$ cat src/rtl/serial_pkg.sv
// Shared status encoding between the shift datapath and its controller.
package serial_pkg;
  localparam int STAT_SHIFT = 0;
  localparam int STAT_WAIT  = 1;

  typedef logic [1:0] status_t;

  localparam status_t ST_WAIT  = 2'b10;
  localparam status_t ST_SHIFT = 2'b01;
  localparam status_t ST_DONE  = 2'b00;
endpackage

$ cat src/rtl/bit_down_counter.sv
// Loadable down counter with a zero flag; clear beats decrement beats load.
module bit_down_counter #(
  parameter int CNT_W = 4
) (
  input  logic             clock,
  input  logic             reset,
  input  logic             clr,
  input  logic             load,
  input  logic [CNT_W-1:0] load_val,
  input  logic             dec,
  output logic [CNT_W-1:0] count,
  output logic             zero
);
  logic [CNT_W-1:0] r_count;

  always_ff @(posedge clock or posedge reset) begin
    if (reset)
      r_count <= '0;
    else if (clr)
      r_count <= '0;
    else if (dec)
      r_count <= r_count - 1'b1;
    else if (load)
      r_count <= load_val;
  end

  assign count = r_count;
  assign zero  = (r_count == '0);
endmodule

$ cat src/rtl/serial_shift_datapath.sv
// Parallel-in, serial-out datapath with running parity and controller status.
// Define SERIAL_MSB_FIRST_EN to shift MSB first (default is LSB first).
module serial_shift_datapath
  import serial_pkg::*;
#(
  parameter  int WIDTH = 8,
  localparam int CNT_W = $clog2(WIDTH + 1)
) (
  input  logic             clock,
  input  logic             reset,
  input  logic             clear,
  input  logic             load,
  input  logic             shift,
  input  logic [WIDTH-1:0] data_in,
  input  logic             in_valid,
  output status_t          status,
  output logic             serial_out,
  output logic             serial_valid,
  output logic             parity,
  output logic [CNT_W-1:0] count
);
  logic [WIDTH-1:0] r_sreg;
  logic             r_loaded;
  logic             r_parity;
  logic             r_serial_out;
  logic             r_serial_valid;

  logic             w_zero;
  logic             w_shift_en;
  logic             w_load_en;
  logic             w_out_bit;
  logic [WIDTH-1:0] w_sreg_shifted;

  assign w_shift_en = shift && r_loaded && !w_zero;
  // Load is refused once loaded so a strobe held through shifting never re-captures.
  assign w_load_en  = load && !shift && !r_loaded && in_valid;

`ifdef SERIAL_MSB_FIRST_EN
  assign w_out_bit      = r_sreg[WIDTH-1];
  assign w_sreg_shifted = {r_sreg[WIDTH-2:0], 1'b0};
`else
  assign w_out_bit      = r_sreg[0];
  assign w_sreg_shifted = {1'b0, r_sreg[WIDTH-1:1]};
`endif

  bit_down_counter #(.CNT_W(CNT_W)) u_cnt (
    .clock    (clock),
    .reset    (reset),
    .clr      (clear),
    .load     (w_load_en),
    .load_val (CNT_W'(WIDTH)),
    .dec      (w_shift_en),
    .count    (count),
    .zero     (w_zero)
  );

  always_ff @(posedge clock or posedge reset) begin
    if (reset) begin
      r_sreg         <= '0;
      r_loaded       <= 1'b0;
      r_parity       <= 1'b0;
      r_serial_out   <= 1'b0;
      r_serial_valid <= 1'b0;
    end else if (clear) begin
      r_sreg         <= '0;
      r_loaded       <= 1'b0;
      r_parity       <= 1'b0;
      r_serial_valid <= 1'b0;
    end else begin
      r_serial_valid <= w_shift_en;
      if (w_shift_en) begin
        r_serial_out <= w_out_bit;
        r_sreg       <= w_sreg_shifted;
        r_parity     <= r_parity ^ w_out_bit;
      end else if (w_load_en) begin
        r_sreg   <= data_in;
        r_loaded <= 1'b1;
      end
    end
  end

  assign status[STAT_SHIFT] = r_loaded && !w_zero;
  assign status[STAT_WAIT]  = !r_loaded;
  assign serial_out         = r_serial_out;
  assign serial_valid       = r_serial_valid;
  assign parity             = r_parity;

  a_no_status_11 : assert property (@(posedge clock) disable iff (reset) status != 2'b11);
endmodule
$ cat config.mk
export PLATFORM = sky130hd
export DESIGN_NAME = serial_shift_datapath
export DESIGN_NICKNAME = d
export VERILOG_FILES = /design/src/rtl/serial_pkg.sv /design/src/rtl/bit_down_counter.sv /design/src/rtl/serial_shift_datapath.sv
export SDC_FILE = /design/constraint.sdc
export NUM_CORES = 1
export LEC_CHECK = 0
export ABC_AREA = 0
export CAP_MARGIN = 25
export CORE_MARGIN = 2
export CORE_UTILIZATION = 51
export DETAILED_ROUTE_END_ITERATION = 6
export DONT_BUFFER_PORTS = 1
export GPL_TIMING_DRIVEN = 0
export PLACE_DENSITY = 0.66
export SYNTH_ARGS = -nofsm -noshare
export SYNTH_HDL_FRONTEND = slang
export SYNTH_SLANG_ARGS = --single-unit
$ cat constraint.sdc
create_clock -name clock -period 1.8 [get_ports clock]
set_input_delay 0.36 -clock clock [delete_from_list [all_inputs] [get_ports clock]]
set_output_delay 0.36 -clock clock [all_outputs]
set_load 0.02 [all_outputs]
# After elaboration in Yosys (flattened, before gate mapping)
# Index checks and enable logic that the tools add are counted.
# totals
in_bits	14
output_inout_bits	9
elab_cells	37
reg_bits	16
# classes
mux	12
n_reduce_logical	15
n_bitwise	2
n_eq_ne	1
n_addsub	1
# op_table
operator	n
8-bit two-way mux	3
4-bit two-way mux	3
1-bit logical AND	6
1-bit two-way mux	6
4-bit zero test	1
2-bit AND reduction	2
2-bit nonzero test	2
4-bit by 1-bit subtractor with 4-bit output (second input constant)	1
1-bit zero test	3
3-bit nonzero test	1
2-bit != test (second input constant)	1
1-bit NOT	1
1-bit bitwise XOR	1

# Longest topological paths before layout
# logic_depth
depth_word	7
ltp_mapped	6

# Modules after synthesis
# Synthesis repeated with hierarchy kept, for this count alone.
# unflattened
cells_unflattened	81
hier_area_um2	844.6
# by_module_without_submodules
mod	n_inst	cells_each	area_per_inst_um2	seq_area_each_um2
serial_shift_datapath	1	53	573.0	300.3
bit_down_counter	1	28	271.5	100.1

# Worst setup path before layout
# OpenSTA, ideal clock, no wires.
# synth_path
path_type	flip-flop to output port
start	register u_cnt.r_count[0], in the netlist u_cnt.count[0]
end	output status[0]
t_required_ns	1.440
path_buffers	1
arrival_time_ns	1.395
path_stages_with_launch	6
path_slack_ns	0.045
cell_sequence	dfrtp_1 -> inv_1 -> ha_1 -> nor3b_4 -> buf_6 -> nor2_1
# synth_between
elab_chain_cells	3
# synth_lines
item	line	source
from (decl)	bit_down_counter.sv:14	logic [CNT_W-1:0] r_count;
from (signal assigned)	bit_down_counter.sv:22	r_count <= r_count - 1'b1;
from (signal assigned)	bit_down_counter.sv:24	r_count <= load_val;
4-bit zero test	bit_down_counter.sv:28	assign zero = (r_count == '0);
1-bit zero test	serial_shift_datapath.sv:82	assign status[STAT_SHIFT] = r_loaded && !w_zero;
1-bit logical AND	serial_shift_datapath.sv:82	
to (decl)	serial_shift_datapath.sv:16	output status_t status,
# No other way between the ends.

# Worst setup path after layout
# layout_path
start	register u_cnt.r_count[1], in the netlist u_cnt.count[1]
end	output status[0]
# Same word-level chain as after synthesis.

==> parameters.txt <==
Parameter                              Value

Floorplanning
  Initial Util    0.5296
  Die Area    0.002083 sq mm
  Chip width    45.65 microns
  Core outline area    between 0.0015 and 0.002 sq mm
  Y dimension of the die    45.65 microns
  Number of standard-cell rows in the floorplan    15
  Number of ports placed on the die boundary    23

CTS
  Clock tree from TritonCTS    built
  Number of buffers created by CTS    3
  Clk Latency, worst-skew pair    0.30 ns
  Clock sink count    16
  Number of H-tree levels    1
  Cts-stage hold buffer count    0
  Clock-pin slew of the registers on the worst-case setup and hold paths    0.11 ns
  Max Buffers Root-to-Sink    2
  Cell at the root of the clock tree    clkbuf_4

STA
  Hold Vio Cnt, Final    0
  Worst-case setup margin in the final layout    -0.003831 ns
  Final worst clock skew    0.006316 ns
  Achievable Freq    554.4 MHz
  Slew at the pin with the worst max-slew slack    0.6250 ns
  Max-slew violation total from the final report    0
  Setup violation total in the final timing report    1
  Worst slew margin relative to its limit    0.5829
  RSZ-0062 raised after global routing    true
  Period utilization    1.002
  Min cycle time layout    1.804 ns
  Hold Slack    0.009283 ns

Setup path
  Crit path kind    reg -> out
  Register-to-Register Path Depth    7
  Worst setup EP type    output port
  Worst Path Arrival    1.44 ns
  Worst Setup Start Kind    flop
  Largest fanout on the critical path    4
  Launching point of the worst reg2reg path    u_cnt.count[1]
  Required time of the critical path    1.44 ns
  Reg2Reg Setup Slack    0.04 ns
  Reg-to-Reg End    r_sreg[4]

Status
  Failing checks    negative setup slack
  Status    complete, but fails checks

Global routing
  Pin count of the biggest net entering global routing    17
  Number of antenna violations at the first check in global routing    0
  Number of global-route vias before repair    711
  Total routing usage reported by global routing    0.2148
  Overflow left after global routing    0
  First-pass GRT wire length    about 3.1 mm

Route
  Mean number of vias per cell    6.342
  Drt wl/cell    17.59 microns
  Wire length reported by the detailed router    2.005 mm
  DRC marker count from the first detailed-route iteration    12
  DRC violations left    0
  Number of antenna-violating nets in the routed design    0
  Total via count in the routed design    723
  Detailed-routing iteration count for the pre-antenna-repair pass    4

Placed design
  I/O Buffers    0
  Placed inst area    905.9 sq um
  Placed insts    103
  Final weighted congestion in routability-driven placement    0.7601
  Half-perimeter wire length of the detailed placement result    1.270 mm
  Worst slack, placed    -0.06570 ns

Finish
  Inserted Diodes    0
  Combined area of the multi-input logic cells    473.0 sq um
  Cell area after layout    0.001049 sq mm
  Filler instances    around 130
  Final standard cell count with taps included and fillers excluded    roughly 110
  Number of nets at the end of the flow    between 100 and 150
  P&R area growth vs syn    18.53%
  Sequential cell area    402.9 sq um
  Fraction of layout instances using a drive strength above 1    0.4021

Flow run
  Number of max-capacitance violations reported    0

Synth
  Number of register bits inferred by synthesis    16
  Yosys synthesis warning count    0
  Fraction of the yosys area taken by sequential cells    0.4526
  Syn avg cell area    slightly above 10 sq um
  Cell Area, Synth    884.6 sq um
  Fraction of post-synthesis cell area in the top cell type by area    0.4526
  Post-Syn Instances    86
  Leading area contributor after synthesis    dfrtp_1
  Ranking of synthesized cells by area    dfrtp_1, a311oi_2, nand2_1
  Net Count, Synth    102
  Count of unique library cells instantiated by Yosys    28

Power and ir drop
  Ratio of total power to cell area    680.6 mW/mm^2
  Pleak    0.4004 nW
  Maximum ir drop on the vdd rail    0.4499 mV

Hold path
  Class of the tightest hold or removal check    in -> async
cell usage in the layout, fill, tap and decap left out, types with 2 or more instances in the layout:
| cell type | netlist | routed |
|---|---|---|
| nand2_1 | 14 | 14 |
| dfrtp_1 | 16 | 14 |
| buf_4 | 1 | 9 |
| nor3_1 | 9 | 8 |
| a311oi_2 | 5 | 7 |
| inv_1 | 6 | 4 |
| clkbuf_4 | 0 | 3 |
| buf_2 | 3 | 2 |
| a21oi_2 | 0 | 2 |
| a21oi_1 | 4 | 2 |
| and4bb_2 | 2 | 2 |
| o211ai_1 | 2 | 2 |
| inv_2 | 0 | 2 |
| a311oi_1 | 4 | 2 |
| dfrtp_2 | 0 | 2 |
metal layers:
metal	track usage	wire, microns	up-vias
met2	0.3408	1006	14
li1	-	-	337
met5	0	0	-
met3	0.03571	42	6
met1	0.2705	924	366
met4	0.1294	31	0
metrics by stage:
stage / total power [W] / utilization / TNS [ns]
global route: 0.0007337 / 0.6277 / -0.09774
global placement: 0.0004528 / 0.5423 / -0.04295
CTS: 0.0007076 / 0.6000 / -0.007625
finish: 0.0007136 / 0.6277 / -0.003831
floorplan: 0.0004391 / - / 0
detailed placement: 0.0004554 / 0.5423 / -0.1171
Yosys cell counts:
master	n
or4_1	1
buf_6	1
nand2_1	14
buf_4	1
nor3b_4	1
dfrtp_1	16
and4bb_2	2
buf_2	3
a21oi_1	4
mux2_2	1
o211ai_1	2
or3_2	2
o31ai_1	1
or4b_1	1
a311oi_1	4
mux2i_1	1
clkbuf_1	1
ha_1	2
nand4bb_1	1
nor2_1	2
nand4b_1	1
nand2_2	1
a311oi_2	5
nor3_1	9
or2_1	1
inv_1	6
nand3_1	1
a31oi_1	1
what timing repair did:
item                                    in CTS  in global routing
endpoints found under the setup margin       8                 11
pin swaps                                    1                  3
resized for setup                            8                  8
setup buffers                                5                  2
cells by family after synthesis:
| group | share of synthesized area |
|---|---|
| compound gates | 0.1796 |
| fa+ha+maj | 0.02828 |
| buf+inv | 0.06788 |
| flops | 0.4526 |
| mux | 0.02404 |
| simple gates | 0.2475 |
how the worst max path moves through the flow:
| stage | startpoint | to | cells after the start |
|---|---|---|---|
| finish | u_cnt.count[1] | status[0] | 5 |
| global placement | u_cnt.count[0] | status[0] | 5 |
| CTS | u_cnt.count[0] | status[0] | 5 |
| global route | u_cnt.count[1] | status[0] | 5 |
| detailed placement | u_cnt.count[0] | status[0] | 5 |
| floorplan | u_cnt.count[0] | status[0] | 5 |
flip-flops by register name, indices dropped and copies added, names as in the netlist:
signal	cells
r_sreg	8
u_cnt.count	4
parity	1
r_loaded	1
serial_out	1
serial_valid	1
critical path, cell delays in order (launching register included):
cell     delay, ns
dfrtp_2       0.49
inv_2         0.10
ha_4          0.13
nor3b_4       0.23
buf_6         0.15
nor2_4        0.05
where the power goes:
group	switching [W]	internal, W	total (W)
registers	0.0000113	0.000369	0.000380
logic	0.0000495	0.0000308	0.0000803
clock network	0.000130	0.000123	0.000253
final cells by class:
| cell class | count | share of cell area |
|---|---|---|
| multi-input cells | 58 | 0.4511 |
| flip-flops and latches | 16 | 0.3842 |
| repair buffers | 7 | 0.05012 |
| plain buffers | 6 | 0.03819 |
| clock buffers | 4 | 0.03461 |
| inverters | 6 | 0.02148 |
| well taps | 17 | 0.02029 |
No activity file was read; power rests on OpenSTA's default activity.
